`src/rtl/rtr_out_port_arb_pkg.sv`:
```
// Shared router constants, flit-type encoding and small helpers used by the
// output-port switch allocator.
package rtr_out_port_arb_pkg;

    localparam int NPORT = 5;   // input ports competing for one output
    localparam int NVC   = 2;   // virtual channels on the output link
    localparam int SELW  = 3;   // encoded crossbar select width, >= clog2(NPORT)

    // Port index constants of the 5-port mesh router.
    localparam int P_LOCAL = 0;
    localparam int P_N     = 1;
    localparam int P_E     = 2;
    localparam int P_S     = 3;
    localparam int P_W     = 4;

    // Flit type as {head, tail}; head+tail is a single-flit packet.
    typedef enum logic [1:0] {
        FT_BODY   = 2'b00,
        FT_TAIL   = 2'b01,
        FT_HEAD   = 2'b10,
        FT_SINGLE = 2'b11
    } flit_t;

    function automatic flit_t flit_type(input logic head, input logic tail);
        return flit_t'({head, tail});
    endfunction

    // Round-robin pointer advance: one past the winner, wrapping to port 0.
    function automatic logic [SELW-1:0] rr_next(input logic [SELW-1:0] g);
        return (g == SELW'(NPORT - 1)) ? '0 : g + 1'b1;
    endfunction

endpackage

```
`src/rtl/rtr_out_port_arb_if.sv`:
```
// Request/grant bundle between the input ports and one output-port allocator.
// master: upstream side driving flit requests; slave: the allocator.
interface rtr_out_port_arb_if;
    import rtr_out_port_arb_pkg::*;

    logic [NPORT-1:0] req;
    logic [NPORT-1:0] req_vc;
    logic [NPORT-1:0] req_head;
    logic [NPORT-1:0] req_tail;
    logic [NVC-1:0]   vc_rdy;
    logic [NPORT-1:0] gnt;
    logic             gnt_vc;
    logic [SELW-1:0]  sel_q;
    logic             ovalid_q;
    logic             ovch_q;
    logic [NVC-1:0]   olck;

    modport master (
        output req, req_vc, req_head, req_tail, vc_rdy,
        input  gnt, gnt_vc, sel_q, ovalid_q, ovch_q, olck
    );

    modport slave (
        input  req, req_vc, req_head, req_tail, vc_rdy,
        output gnt, gnt_vc, sel_q, ovalid_q, ovch_q, olck
    );

endinterface

```
`src/rtl/rtr_rr_arb.sv`:
```
// Generic rotating-priority arbiter: the first set request found searching
// ptr, ptr+1, ... modulo N wins; the grant is one-hot or all zero.
module rtr_rr_arb
    import rtr_out_port_arb_pkg::*;
#(
    parameter int N  = NPORT,
    parameter int PW = SELW
) (
    input  logic [N-1:0]  req,
    input  logic [PW-1:0] ptr,
    output logic [N-1:0]  gnt
);

    logic [PW-1:0] idx;
    logic          found;

    // Walk the request vector starting at the pointer, keep the first hit.
    always_comb begin
        // NOTE: every variable gets a default before any branch so no latch is inferred.
        gnt   = '0;
        found = 1'b0;
        idx   = '0;
        for (int k = 0; k < N; k++) begin
            idx = PW'((int'(ptr) + k) % N);
            if (!found && req[idx]) begin
                gnt[idx] = 1'b1;
                found    = 1'b1;
            end
        end
    end

endmodule

```
`src/rtl/rtr_out_port_arb.sv`:
```
// Per-output-port switch allocator: wormhole VC locking, per-VC downstream
// readiness, round-robin choice among eligible inputs, registered crossbar
// select / output valid / output VC, and upstream VC-lock status.
module rtr_out_port_arb
    import rtr_out_port_arb_pkg::*;
(
    input  logic                 clk,
    input  logic                 rst_,
    rtr_out_port_arb_if.slave    bus
);

    logic [NVC-1:0]            lck_q, lck_d;
    logic [NVC-1:0][SELW-1:0]  own_q, own_d;
    logic [SELW-1:0]           rr_ptr_q, rr_ptr_d;
    logic [SELW-1:0]           sel_q, sel_d;
    logic                      ovalid_q, ovalid_d;
    logic                      ovch_q, ovch_d;

    logic [NPORT-1:0]          elig;
    logic [NPORT-1:0]          arb_gnt;
    logic [NPORT-1:0]          gnt;
    logic                      gnt_any;
    logic [SELW-1:0]           gnt_idx;
    logic                      gnt_vc;
    flit_t                     gnt_ft;
    logic                      v;

    // Eligibility: VC ready, and either a head on a free VC or the VC's owner.
    // A body/tail flit on a free VC is never eligible and simply waits.
    always_comb begin
        elig = '0;
        v    = 1'b0;
        for (int i = 0; i < NPORT; i++) begin
            v = bus.req_vc[i];
            if (bus.req[i] && bus.vc_rdy[v]) begin
                if (lck_q[v]) begin
                    elig[i] = (own_q[v] == SELW'(i));
                end else begin
                    elig[i] = bus.req_head[i];
                end
            end
        end
    end

    rtr_rr_arb #(
        .N  (NPORT),
        .PW (SELW)
    ) u_rr_arb (
        .req (elig),
        .ptr (rr_ptr_q),
        .gnt (arb_gnt)
    );

    // Suppress grants during reset and encode the winner, its VC and flit type.
    always_comb begin
        gnt     = rst_ ? '0 : arb_gnt;
        gnt_any = |gnt;
        gnt_idx = '0;
        gnt_vc  = 1'b0;
        gnt_ft  = FT_BODY;
        for (int i = 0; i < NPORT; i++) begin
            if (gnt[i]) begin
                gnt_idx = SELW'(i);
                gnt_vc  = bus.req_vc[i];
                gnt_ft  = flit_type(bus.req_head[i], bus.req_tail[i]);
            end
        end
    end

    // Next state: pointer advance, lock take/release, output pipeline stage.
    always_comb begin
        lck_d    = lck_q;
        own_d    = own_q;
        rr_ptr_d = rr_ptr_q;
        sel_d    = sel_q;
        ovch_d   = ovch_q;
        ovalid_d = 1'b0;
        if (gnt_any) begin
            rr_ptr_d = rr_next(gnt_idx);
            sel_d    = gnt_idx;
            ovch_d   = gnt_vc;
            ovalid_d = 1'b1;
            case (gnt_ft)
                FT_HEAD: begin
                    lck_d[gnt_vc] = 1'b1;
                    own_d[gnt_vc] = gnt_idx;
                end
                FT_TAIL, FT_SINGLE: lck_d[gnt_vc] = 1'b0;
                default: ;
            endcase
        end
    end

    // State and output registers with synchronous active-high reset.
    always_ff @(posedge clk) begin
        // NOTE: sequential state uses non-blocking assignments so every flop samples pre-edge values.
        if (rst_) begin
            lck_q    <= '0;
            own_q    <= '0;
            rr_ptr_q <= '0;
            sel_q    <= '0;
            ovalid_q <= 1'b0;
            ovch_q   <= 1'b0;
        end else begin
            lck_q    <= lck_d;
            own_q    <= own_d;
            rr_ptr_q <= rr_ptr_d;
            sel_q    <= sel_d;
            ovalid_q <= ovalid_d;
            ovch_q   <= ovch_d;
        end
    end

    assign bus.gnt      = gnt;
    assign bus.gnt_vc   = gnt_vc;
    assign bus.sel_q    = sel_q;
    assign bus.ovalid_q = ovalid_q;
    assign bus.ovch_q   = ovch_q;
    assign bus.olck     = lck_q;

endmodule

```
`src/flat_wrapper.sv`:
```
// flat-port wrapper written by rule: the top's interface ports become plain ports
module rtr_out_port_arb_flat import rtr_out_port_arb_pkg::*;
  (clk, rst_, bus_req, bus_req_vc, bus_req_head, bus_req_tail, bus_vc_rdy, bus_gnt, bus_gnt_vc, bus_sel_q, bus_ovalid_q, bus_ovch_q, bus_olck);
  rtr_out_port_arb_if bus_i ();
  input  logic clk;
  input  logic rst_;
  input wire logic [$bits(bus_i.req)-1:0] bus_req;
  input wire logic [$bits(bus_i.req_vc)-1:0] bus_req_vc;
  input wire logic [$bits(bus_i.req_head)-1:0] bus_req_head;
  input wire logic [$bits(bus_i.req_tail)-1:0] bus_req_tail;
  input wire logic [$bits(bus_i.vc_rdy)-1:0] bus_vc_rdy;
  output wire logic [$bits(bus_i.gnt)-1:0] bus_gnt;
  output wire logic [$bits(bus_i.gnt_vc)-1:0] bus_gnt_vc;
  output wire logic [$bits(bus_i.sel_q)-1:0] bus_sel_q;
  output wire logic [$bits(bus_i.ovalid_q)-1:0] bus_ovalid_q;
  output wire logic [$bits(bus_i.ovch_q)-1:0] bus_ovch_q;
  output wire logic [$bits(bus_i.olck)-1:0] bus_olck;
  assign bus_i.req = bus_req;
  assign bus_i.req_vc = bus_req_vc;
  assign bus_i.req_head = bus_req_head;
  assign bus_i.req_tail = bus_req_tail;
  assign bus_i.vc_rdy = bus_vc_rdy;
  assign bus_gnt = bus_i.gnt;
  assign bus_gnt_vc = bus_i.gnt_vc;
  assign bus_sel_q = bus_i.sel_q;
  assign bus_ovalid_q = bus_i.ovalid_q;
  assign bus_ovch_q = bus_i.ovch_q;
  assign bus_olck = bus_i.olck;
  rtr_out_port_arb u_core (.clk(clk), .rst_(rst_), .bus(bus_i));
endmodule
```
`config.mk`:
```
export PLATFORM = sky130hd
export DESIGN_NAME = rtr_out_port_arb_flat
export DESIGN_NICKNAME = d
export VERILOG_FILES = /design/src/rtl/rtr_out_port_arb_pkg.sv /design/src/rtl/rtr_out_port_arb_if.sv /design/src/rtl/rtr_rr_arb.sv /design/src/rtl/rtr_out_port_arb.sv /design/src/flat_wrapper.sv
export SDC_FILE = /design/constraint.sdc
export NUM_CORES = 1
export LEC_CHECK = 0
export BUFFER_PORTS_ARGS = -buffer_cell sky130_fd_sc_hd__buf_4
export CAP_MARGIN = 20
export CORE_UTILIZATION = 64
export CTS_CLUSTER_DIAMETER = 30
export DETAILED_ROUTE_END_ITERATION = 10
export GPL_ROUTABILITY_DRIVEN = 1
export PLACE_DENSITY = 0.86
export SLEW_MARGIN = 20
export SYNTH_ARGS = -nofsm -noshare
export SYNTH_HDL_FRONTEND = slang
export SYNTH_SLANG_ARGS = --single-unit
```
`constraint.sdc`:
```
create_clock -name clk -period 12.57 [get_ports clk]
set_clock_uncertainty 0.05 [all_clocks]
set_input_delay 1.257 -clock clk [delete_from_list [all_inputs] [get_ports clk]]
set_output_delay 1.257 -clock clk [all_outputs]
set_load 0.05 [all_outputs]
```
---- Word level (Yosys, flattened, before mapping) ----
Index checks and enable logic that the tools add are counted.
cells by class
  bitwise gates (word level) .............. 7
  magnitude comparators ................... 17
  reductions and logical operators ........ 25
  eq/ne operators ......................... 8
  mux-type cells .......................... 92
  add/sub/neg operators ................... 5
  divide/modulo/power cells ............... 5
operators by type and width
  kind                   number
  $mod 32x4->32 const B  4
  $mux 1                 52
  $mux 3                 13
  $mod 4x4->32 const B   1
  $mux 5                 6
  $lt 3x4->1 const B     5
  $or 5x5->5             4
  $bmux 1 s3             5
  $demux 1 s3            5
  $ge 3x1->1 const B     5
  $logic_and 1x1->1      15
  $mux 2                 7
  $lt 1x2->1 const B     6
  $add 3x2->4 const B    2
  $bwmux 6               1
  $eq 3x2->1 const B     2
  $eq 3x3->1 const B     2
  $reduce_or 5->1        1
  $add 3x1->4 const B    1
  $add 3x3->4 const B    1
  $eq 2x2->1 const B     2
  $logic_not 1->1        4
  $pmux 2 s2             1
  $reduce_and 2->1       2
  other kinds (12)       12
word-level totals
  output and inout port bits .............. 13
  bits of input ports ..................... 24
  bits in registers ....................... 16

---- Logic depth before layout (Yosys ltp) ----
Gate-level depths: netlist (run 1).
  depth in word-level cells ............... 33
  depth in mapped cells ................... 28

---- Cells and area by module ----
From an unflattened synthesis (run 1), not the netlist that was laid out.
unflattened totals
  cell total of the unflattened synthesis .. 388
  area, all modules ....................... 3016.6 um^2
modules (own cells, without submodules)
  module            cells an instance  sequential area each (um^2)  times used  area an instance (um^2)
  rtr_rr_arb        249                0.0                          1           1898.1
  rtr_out_port_arb  139                320.3                        1           1118.6

---- Worst setup path before layout (run 1) ----
Ideal clock, no wire load.
  kind .................................... register to output
  from .................................... reg u_core.rr_ptr_q[0]
  to ...................................... out bus_gnt_vc
  path slack .............................. 5.290 ns
  stages on the path, launching flop included .. 24
  required time ........................... 11.263 ns
  buffers on the path ..................... 3
  arrival ................................. 5.973 ns
  cells stage by stage .................... dfxtp_1 -> buf_2 -> inv_1 -> clkbuf_1 -> ha_1 -> inv_1 -> ha_1 -> clkbuf_1 -> inv_1 -> ha_1 -> nor3_1 -> or3_1 -> nand2_1 -> ha_1 -> nand2b_1 -> a22oi_4 -> mux2i_1 -> a221oi_1 -> o2bb2a_1 -> a221o_1 -> o32ai_1 -> a211oi_4 -> nor2_1 -> a221o_1
RTL lines
  what                                                    RTL line                 source
  start: declaration                                      rtr_out_port_arb.sv:14   logic [SELW-1:0] rr_ptr_q, rr_ptr_d;
  start signal: assignment                                rtr_out_port_arb.sv:107  rr_ptr_q <= rr_ptr_d;
  branches (longest 15 deep; another with $mod 32x4->32)  --
  $mux 5 (*)                                              rtr_rr_arb.sv:25         if (!found && req[idx]) begin
  $mux 5 (*)                                              rtr_out_port_arb.sv:56   gnt = rst_ ? '0 : arb_gnt;
  net bus_gnt[3]                                          flat_wrapper.sv:12       output wire logic [$bits(bus_i.gnt)-1:0] bus_gnt;
  $mux 1 (*) (2 in series)                                rtr_out_port_arb.sv:62   if (gnt[i]) begin
  end: declaration                                        flat_wrapper.sv:13       output wire logic [$bits(bus_i.gnt_vc)-1:0] bus_gnt_vc;
Mark *: on every way through the listed nets, which the timed path passes. The select of a mux whose other input is x is not followed.

---- Worst setup path after layout (run 1) ----
  from .................................... reg u_core.rr_ptr_q[0]
  to ...................................... out bus_gnt_vc
between the ends
  cells in the longest elaborated chain, start to end .. 22
RTL lines
  what                                                    RTL line
  branches (longest 15 deep; another with $mod 32x4->32)  --
  $mux 5 (*)                                              rtr_rr_arb.sv:25
  $mux 5 (*)                                              rtr_out_port_arb.sv:56
  $mux 1 (4 in series)                                    rtr_out_port_arb.sv:62
  $mux 1 (*)                                              rtr_out_port_arb.sv:62
Mark *: on every way between the ends. The select of a mux whose other input is x is not followed.

==> results of run 1 <==
-- cell type report --
class | count | area (sq um)
inverters | 20 | 75.1
flip-flops and latches | 16 | 320
repair buffers | 37 | 278
fillers | 334 | 946
clock buffers | 4 | 55.1
multi-input cells | 322 | 2350
well taps | 50 | 62.6
-- stage by stage --
stage	area (sq um)	instances
3_3_place_gp	3090	445
4_1_cts	3140	449
3_5_place_dp	3090	445
2_1_floorplan	2800	370
5_1_grt	3140	449
6_report	3140	449
-- layout by cell type (no fill, tap or decap), drive strengths merged, types with 4 or more instances in the layout --
cell type	instances
a211oi	4
a21o	10
a21oi	29
a22oi	4
a31oi	9
and2	4
buf	37
clkbuf	4
dfxtp	16
ha	26
inv	20
mux2	6
mux2i	10
nand2	27
nand2b	13
nand3	13
nand3b	6
nand4b	4
nor2	27
nor2b	9
nor3	18
nor4b	4
o21ai	16
o22ai	4
o31ai	7
or2	4
or3	5
xnor2	7
-- layer usage --
layer,vias up,GRT usage,share of wire
met4,0,0.112,0.020
met3,19,0.0417,0.073
li1,1460,-,-
met1,1427,0.456,0.45
met5,-,0,0
met2,132,0.550,0.46
-- worst register-to-register path, cell delays in order (launching register included) --
cell and delay (ns):
dfxtp_1 0.30, buf_4 0.22, inv_1 0.43, ha_1 0.30
inv_1 0.06, ha_1 0.37, inv_1 0.14, ha_1 0.20
nor3_1 0.06, o21ai_0 0.33, nand2_1 0.19, ha_1 0.22
nand2b_1 0.17, a22oi_4 0.24, mux2i_1 0.31, or3_1 0.18
o2bb2a_1 0.23, a221o_1 0.32, or4_1 0.60, nand2_1 0.17
a221o_1 0.17, a221o_1 0.31, nand3b_4 0.22, mux2_4 0.30
-- power by group through the flow --
stage	sequential, mW	combinational, mW	clock (mW)
after floorplan	0.105	0.521	0
after global placement	0.0850	0.664	0
after detailed placement	0.0859	0.676	0
after CTS	0.0850	0.685	0.0455
after global routing	0.0879	0.755	0.0482
final	0.0865	0.698	0.0453
-- Yosys cell counts, drive strengths merged, types with 3 or more instances --
master / count / area (sq um)
a211oi: 4 / 42.5
a21o: 10 / 75.1
a21oi: 29 / 153
a221o: 3 / 30.0
a22oi: 4 / 43.8
a31oi: 9 / 68.8
and2: 4 / 25.0
and3: 3 / 18.8
buf: 6 / 31.3
clkbuf: 6 / 22.5
dfxtp: 16 / 320
ha: 26 / 325
inv: 20 / 75.1
mux2: 6 / 75.1
mux2i: 10 / 100
nand2: 27 / 101
nand2b: 13 / 81.3
nand3: 13 / 82.6
nand3b: 6 / 57.6
nand4b: 4 / 35.0
nor2: 27 / 101
nor2b: 9 / 56.3
nor3: 18 / 95.1
nor4b: 4 / 35.0
o21ai: 16 / 80.1
o21bai: 3 / 22.5
o22ai: 4 / 25.0
o31ai: 7 / 52.6
o32ai: 3 / 33.8
or2: 4 / 27.5
or3: 5 / 31.3
xnor2: 7 / 61.3
-- how the worst max path moves through the flow --
stage          slack [ns]               start  cells past startpoint    endpoint
2_1_floorplan        5.29  u_core.rr_ptr_q[0]                     23  bus_gnt_vc
3_3_place_gp         5.75  u_core.rr_ptr_q[0]                     22  bus_gnt_vc
3_5_place_dp         5.63  u_core.rr_ptr_q[0]                     22  bus_gnt_vc
4_1_cts              5.34  u_core.rr_ptr_q[0]                     22  bus_gnt_vc
5_1_grt              4.85  u_core.rr_ptr_q[0]                     22  bus_gnt_vc
6_report             5.25  u_core.rr_ptr_q[0]                     22  bus_gnt_vc
-- logic make-up (layout without fill, tap and decap cells) --
| group | Yosys count | after routing | share of synthesized area |
|---|---|---|---|
| AND/OR/NAND/NOR | 152 | 152 | 0.317 |
| adder cells (fa/ha/maj) | 26 | 26 | 0.116 |
| multiplexers | 16 | 16 | 0.0626 |
| AO/OA/AOI/OAI | 119 | 119 | 0.313 |
| XOR/XNOR | 9 | 9 | 0.0308 |
| flip-flops | 16 | 16 | 0.114 |
| buffers and inverters | 32 | 61 | 0.0460 |
==> impl_results.md, run 1 <==
- Outcome: finished, final reports clean
- Yosys Warn Count: 0
- Post-synth design cell area: 2800 sq um
- Pre-CTS setup slack: 5.63 ns
- Worst Hold Class: reg -> reg
- RSZ-0062 raised after global routing: false
- Htree depth: 1
- WP buf/inv: 5
- Total Routing Usage GR: 0.338
- Top delay family on crit path: compound AO/OA/AOI/OAI gates
- Drt wl/cell: 17.3 um
- Sequential area share after synthesis: 0.114
- # IOs: 37
- Psw: 0.470 mW
- Die area: 4640 sq um
- Final setup vio count: 0
- Clock share of power: 0.055
- CTS Buf Count: 3
- Avg Inst Size Synth: 7.56 sq um
- Clk root buf: clkbuf_8
- FMAX: 0.137 GHz
- Most Frequent Cell on Critical Path: ha_1
- Share of cells above drive strength 1: 0.165
- Seq cells post-synth: 16
- Pint: 0.360 mW
- Clock slew at reported path FFs: 0.07 ns
- Antenna violations before repair: 0
- Vias in the first global route: 2,642
- Number of setup buffers added after CTS: 0
- Crit Reg-Reg Endpoint: u_core.own_q[0]
- Antenna Diode Count: 0
- EDFF count, synth: 0
- RePlAce Congestion: 0.952
- Row Count: 23
- Drt pass-1 iters: 5
- Power Dens Cells: 264 nW/um^2
- Tcrit/Tclk final: 0.582
- Launch point of the worst reg-to-reg path: u_core.rr_ptr_q[0]
- DRT antenna net count: 0
- Worst setup SP type: flop
- Mean number of vias per cell: 6.77
- Die X: 68.1 um
- Cts repair resizes: 0
- Reg-to-reg slack, setup: 6.38 ns
- Leakage: 1.37 nW
- Hold EP: u_core.bus.sel_q[0]
- Starting Density: 0.685
- CP required: 11.26 ns
- Setup CP Type: reg -> out
- Slowest stage delay, CP: 0.60 ns
- Core ar.: 4090 sq um
- Reg power frac: 0.104
- Sw Share: 0.567
- Synthesis-to-finish area growth: 12.2%
- CTS sink count: 16
- Synth Instances: 370
- Net total in the final layout: 450
- Hold-critical path depth: 1
- Gr ovfl total: 0
- Worst-Margin Slew: 0.748 ns
- R2R depth: 23
- Primary FF master, synth: dfxtp_1
- Final Hold Viols: 0
- CP endpoint kind: output port
- Skew-Pair Late Insertion Delay: 0.25 ns
- Gate power share: 0.841
- WHS: 0.413 ns
- Final wirelength: 7780 um
- Syn Nets: 420
- Bufs on Longest Clock Path: 2
- Drc violations: 0
- Port bufs: 36
- Cell Chain, Critical Path: buf_4, inv_1, ha_1, inv_1, ha_1, inv_1, ha_1, nor3_1, o21ai_0, nand2_1, ha_1, nand2b_1, a22oi_4, mux2i_1, or3_1, o2bb2a_1, a221o_1, or4_1, nand2_1, a221o_1, a221o_1, buf_4
- Setup slack after layout: 5.25 ns
- Post-synth ARST share: 0
- Crit path max fanout: 26
- Cts hold-fix bufs: 0
- Hold_sp: u_core.bus.sel_q[0]
- Global-route wire length before repair: 11,900 um
- CTS tree: built
- Max cap viols: 0
- Core Util, Final: 0.769
- Cell variety after synth: 80
- Final setup TNS: 0 ns
- VDD IR max: 207 uV
- HPWL after DPL: 6000 um
- Largest net degree at the start of global routing: 27
- Die Ht: 68.1 um
- Slew HR: 0.502
- Slew Viols, Final: 0
- Post-layout minimum cycle time: 7.32 ns
- Final Power: 0.830 mW
- DR iter-0 viols: 304
- Crit path DAT: 6.01 ns
- Detailed-route via count: 3,038
- Slowest CP cell: or4_1
Note: power is estimated with default switching activity, not from simulation.
==> inputs of run 2 (changes only) <==
Settings changed: ABC_AREA from default to 1, CORE_UTILIZATION 64 to 60, PLACE_DENSITY 0.86 to 0.81.
Clock period 12.57 ns to 7.7 ns, I/O delays scaled along.
==> run 2 against run 1 <==
Against the previous run:
- the flow now finishes with violations (DRC)
- sequential cell count stayed put
- worst setup slack worse by 3.7 ns
- first-iteration DRC count is 20% lower
- core utilization is 5.1 points lower
- sequential share of layout area is 0.15 points lower
- synthesized area is 0.80% higher
- via count is 8.6% higher
- wire length is 3.5% lower
- worst hold slack worse by 0.0030 ns
- critical path type unchanged
- largest cell class unchanged
==> impl_results.md, run 2 <==
- Most frequent cells in the layout: 166 x nand2_1, 72 x inv_1, 67 x nor2_1
- Die area: 4980 sq um
- Post-synth design cell area: 2820 sq um
- RSZ-0062 raised after global routing: false
- Crit path max fanout: 17
- GR Util met3: 0.0199
- RePlAce Congestion: 0.937
- Sequential area share after synthesis: 0.114
- CTS tree: built
- Most Frequent Cell on Critical Path: nand2_1
- HPWL after DPL: 5920 um
- Setup CP Type: reg -> out
- Primary FF master, synth: dfxtp_1
- Crit Reg-Reg Endpoint: u_core.own_q[0]
- Bufs on Longest Clock Path: 2
- CP required: 6.88 ns
- Antenna violations before repair: 0
- Failing checks: DRC
- Yosys Warn Count: 0
- Hold EP: u_core.bus.sel_q[1]
- Busiest grt layer: met2
- Skew-Pair Late Insertion Delay: 0.25 ns
- Avg Inst Size Synth: 5.51 sq um
- CP startpoint: u_core.rr_ptr_q[0]
- Slowest stage delay, CP: 0.78 ns
- FMAX: 0.162 GHz
- Final setup vio count: 0
- Slowest CP cell: dfxtp_1
- Post-synth ARST share: 0
- Largest area contributor in the netlist: nand2_1
- Synth Instances: 512
- Worst Hold Class: reg -> reg
- Launch point of the worst reg-to-reg path: u_core.rr_ptr_q[0]
- Slew Viols, Final: 0
- Vias in the first global route: 2,819
- Row Count: 24
- Cts repair resizes: 0
- Crit path DAT: 5.36 ns
- Drc violations: 6
- DR iter-0 viols: 242
- Top-area cell type share of the netlist area: 0.221
- Number of setup buffers added after CTS: 0
- Top-count cell post-synth: nand2_1
- Final wirelength: 7510 um
- # IOs: 37
- Drt pass-1 iters: 8
- Clk root buf: clkbuf_8
- Worst setup SP type: flop
- Port bufs: 36
- Slew HR: 0.527
- Mean number of vias per cell: 5.50
- Reg-to-reg slack, setup: 2.06 ns
- Final Hold Viols: 0
- Post-layout minimum cycle time: 6.18 ns
- Gr ovfl total: 0
- Global-route wire length before repair: 12,400 um
- Area contributors post-synth: nand2_1 22%, ha_1 12%, dfxtp_1 11%
- Seq cells post-synth: 16
- Antenna Diode Count: 0
- Share of cells above drive strength 1: 0.153
- Syn Nets: 562
- Tcrit/Tclk final: 0.802
- Die Ht: 70.6 um
- R2R depth: 34
- DRT antenna net count: 0
- Die X: 70.6 um
- Cts hold-fix bufs: 0
- CTS sink count: 16
- Met1 Use GR: 0.443
- Outcome: finished with violations
- Htree depth: 1
- Final setup TNS: 0 ns
- Detailed-route via count: 3,300
- Largest net degree at the start of global routing: 22
- Max cap viols: 0
- EDFF count, synth: 0
- Top delay family on crit path: simple AND/OR/NAND/NOR gates
- Hold-critical path depth: 2
- Synthesis-to-finish area growth: 13.0%
- CP endpoint kind: output port
- Cell variety after synth: 37
- CTS Buf Count: 3
- WP buf/inv: 5
- Drt wl/cell: 12.5 um
- Net total in the final layout: 599
- Worst-Margin Slew: 0.709 ns
- Hold_sp: u_core.bus.sel_q[1]
- Starting Density: 0.635
- Total Routing Usage GR: 0.302
- GR met2 Demand/Resource: 0.490
- Synth cell count leaders: 166 x nand2_1, 72 x inv_1, 67 x nor2_1
- Most common cell after layout, fill and taps aside: nand2_1
- Clock slew at reported path FFs: 0.06 ns
- Core ar.: 4440 sq um
## run 2: through the flow
step                       util  cells  cell area (sq um)  hold slack, ns  setup slack (ns)
after detailed placement  0.705    596               3130           0.403              1.90
after floorplan               -    512               2820           0.395              2.55
after CTS                 0.717    600               3190           0.415              1.61
after global routing      0.717    600               3190           0.429             0.989
after global placement    0.705    596               3130           0.404              2.14
final                     0.717    600               3190           0.410              1.52
## run 2: how the worst max path moves through the flow
stage | depth (start not counted) | endpoint | slack (ns)
2_1_floorplan | 31 | bus_gnt_vc | 2.55
3_3_place_gp | 30 | bus_gnt_vc | 2.14
3_5_place_dp | 30 | bus_gnt_vc | 1.90
4_1_cts | 30 | bus_gnt_vc | 1.61
5_1_grt | 30 | bus_gnt_vc | 0.99
6_report | 30 | bus_gnt_vc | 1.52
## run 2: layout make-up
| cell class | count | area, sq um |
|---|---|---|
| Fill cell | 409 | 1260 |
| Inverter | 80 | 300 |
| Tap cell | 52 | 65.1 |
| Clock buffer | 4 | 55.1 |
| Timing Repair Buffer | 36 | 270 |
| Multi-Input combinational cell | 412 | 2180 |
| Sequential cell | 16 | 320 |
## run 2: routing by layer
metal | share of wire | up-vias
met3 | 0.070 | 16
met1 | 0.48 | 1466
met5 | 0 | -
li1 | - | 1695
met2 | 0.44 | 123
met4 | 0.018 | 0
## run 2: tightest hold or removal path, stage by stage (launching register included)
cell and delay, ns:
dfxtp_1 0.31, nand2_1 0.06, a21oi_1 0.05
## run 2: logic make-up after synthesis
| family | Yosys count | synth area share |
|---|---|---|
| buffers and inverters | 84 | 0.115 |
| xor gates and xnor gates | 7 | 0.0270 |
| AOI/OAI and AO/OA | 34 | 0.0754 |
| and+or+nand+nor | 345 | 0.554 |
| DFF | 16 | 0.114 |
| adders and majority gates | 26 | 0.115 |
Power of run 2 is left out: the tool's default activity adds up to more than one toggle a clock period on the data nets, which glitch-free logic cannot reach.
==> inputs of run 3 (changes only) <==
Settings changed: CORE_UTILIZATION 60 to 54, PLACE_DENSITY 0.81 to 0.77.
Clock period 7.7 ns to 5.6 ns, I/O delays scaled along.
==> run 3 against run 2 <==
Against the previous run:
- the flow now finishes without violations
- sequential cell count stayed put
- worst hold slack better by 0.0015 ns
- design area is 1.3% higher
- worst setup slack worse by 1.1 ns
- core utilization is 5.6 points lower
- global-route usage is 2.2 points lower
- largest cell class unchanged
- register-to-register slack worse by 1.3 ns
- final cell count is 2.8% higher
- count of clock-buffer cells in the layout stayed put
- critical path depth is 2 higher
- sequential share of layout area is 0.086 points lower
==> impl_results.md, run 3 (synthesized netlist as in run 2, its figures left out) <==
- Final wirelength: 7440 um
- Max cap viols: 0
- Worst Hold Class: reg -> reg
- Detailed-route via count: 3,222
- Die Ht: 74.3 um
- Starting Density: 0.578
- Slew Viols, Final: 0
- Most frequent cells in the layout: 166 x nand2_1, 71 x inv_1, 67 x nor2_1
- RSZ-0062 raised after global routing: false
- Core Util, Final: 0.662
- RePlAce Congestion: 0.924
- Synthesis-to-finish area growth: 14.4%
- Port bufs: 36
- Tcrit/Tclk final: 0.922
- Drt wl/cell: 12.1 um
- Most common cell after layout, fill and taps aside: nand2_1
- FMAX: 0.194 GHz
- Crit path max fanout: 9
- Outcome: finished, final reports clean
- Cts hold-fix bufs: 0
- Crit path DAT: 4.55 ns
- CTS tree: built
- Post-layout minimum cycle time: 5.16 ns
- Global-route wire length before repair: 12,100 um
- Skew-Pair Late Insertion Delay: 0.26 ns
- Post-Layout Cell Count: 617
- Row Count: 25
- Worst setup SP type: flop
- Clock slew at reported path FFs: 0.06 ns
- Setup CP Type: reg -> out
- Final Hold Viols: 0
- Bufs on Longest Clock Path: 2
- Drc violations: 0
- Die area: 5520 sq um
- Most Frequent Cell on Critical Path: nand2_1
- Mean number of vias per cell: 5.22
- Antenna violations before repair: 0
- CTS sink count: 16
- Slew HR: 0.546
- Total Routing Usage GR: 0.280
- Pre-CTS setup slack: 0.575 ns
- CP required: 4.99 ns
- Setup slack after layout: 0.438 ns
- Net total in the final layout: 601
- # IOs: 37
- HPWL after DPL: 6110 um
- DRT antenna net count: 0
- Slowest stage delay, CP: 0.37 ns
- DR iter-0 viols: 238
- Final setup TNS: 0 ns
- Gr ovfl total: 0
- Antenna Diode Count: 0
- Slowest CP cell: dfxtp_2
- Share of cells above drive strength 1: 0.162
- Largest net degree at the start of global routing: 22
- Clk root buf: clkbuf_8
- Die X: 74.3 um
- CTS Buf Count: 3
- DP Cell Count: 613
- CP endpoint kind: output port
- Drt pass-1 iters: 5
- Htree depth: 1
- Worst-Margin Slew: 0.680 ns
- Vias in the first global route: 2,745
- Final setup vio count: 0
- Core ar.: 4880 sq um
## run 3: cell type report
type | count | area, sq um
multi-input combinational | 412 | 2180
fill | 479 | 1650
timing repair buffer | 38 | 285
inverter | 80 | 303
sequential | 16 | 322
clock buffer | 4 | 55.1
tap | 67 | 83.8
## run 3: layer usage
| layer | track usage | part of all wire | up-vias |
|---|---|---|---|
| met1 | 0.407 | 0.51 | 1422 |
| met2 | 0.458 | 0.43 | 87 |
| met4 | 0.0419 | 0.0085 | 0 |
| met3 | 0.0257 | 0.048 | 6 |
| li1 | - | - | 1707 |
| met5 | 0 | 0 | - |
## run 3: worst max-delay path: cells and delay by family, from the launching register on
family / cells / cell delay, ns
XOR/XNOR: 1 / 0.25
buffers and inverters: 6 / 0.58
AND/OR/NAND/NOR: 21 / 2.14
adder cells (fa/ha/maj): 4 / 0.93
flip-flops: 1 / 0.37
## run 3: repair_timing
item,in CTS,in global routing
resized for setup,0,4
endpoints found under the setup margin,0,1
buffers inserted,0,0
## run 3: path summary, 6_finish.rpt
check                                    startpoint             endpoint  slack [ns]  depth (start not counted)
worst max-delay path             u_core.rr_ptr_q[1]           bus_gnt_vc        0.44                         32
worst min-delay path            u_core.bus.sel_q[1]  u_core.bus.sel_q[1]        0.41                          2
worst max register to register   u_core.rr_ptr_q[1]   u_core.rr_ptr_q[2]        0.80                         35
worst min register to register  u_core.bus.sel_q[1]  u_core.bus.sel_q[1]        0.41                          2
## run 3: per-stage QoR
step | hold slack (ns) | area [sq um]
after floorplan | 0.395 | 2820
after global placement | 0.404 | 3170
after detailed placement | 0.406 | 3170
after CTS | 0.419 | 3220
after global routing | 0.431 | 3230
final | 0.411 | 3230
Power of run 3 is left out for the same reason.
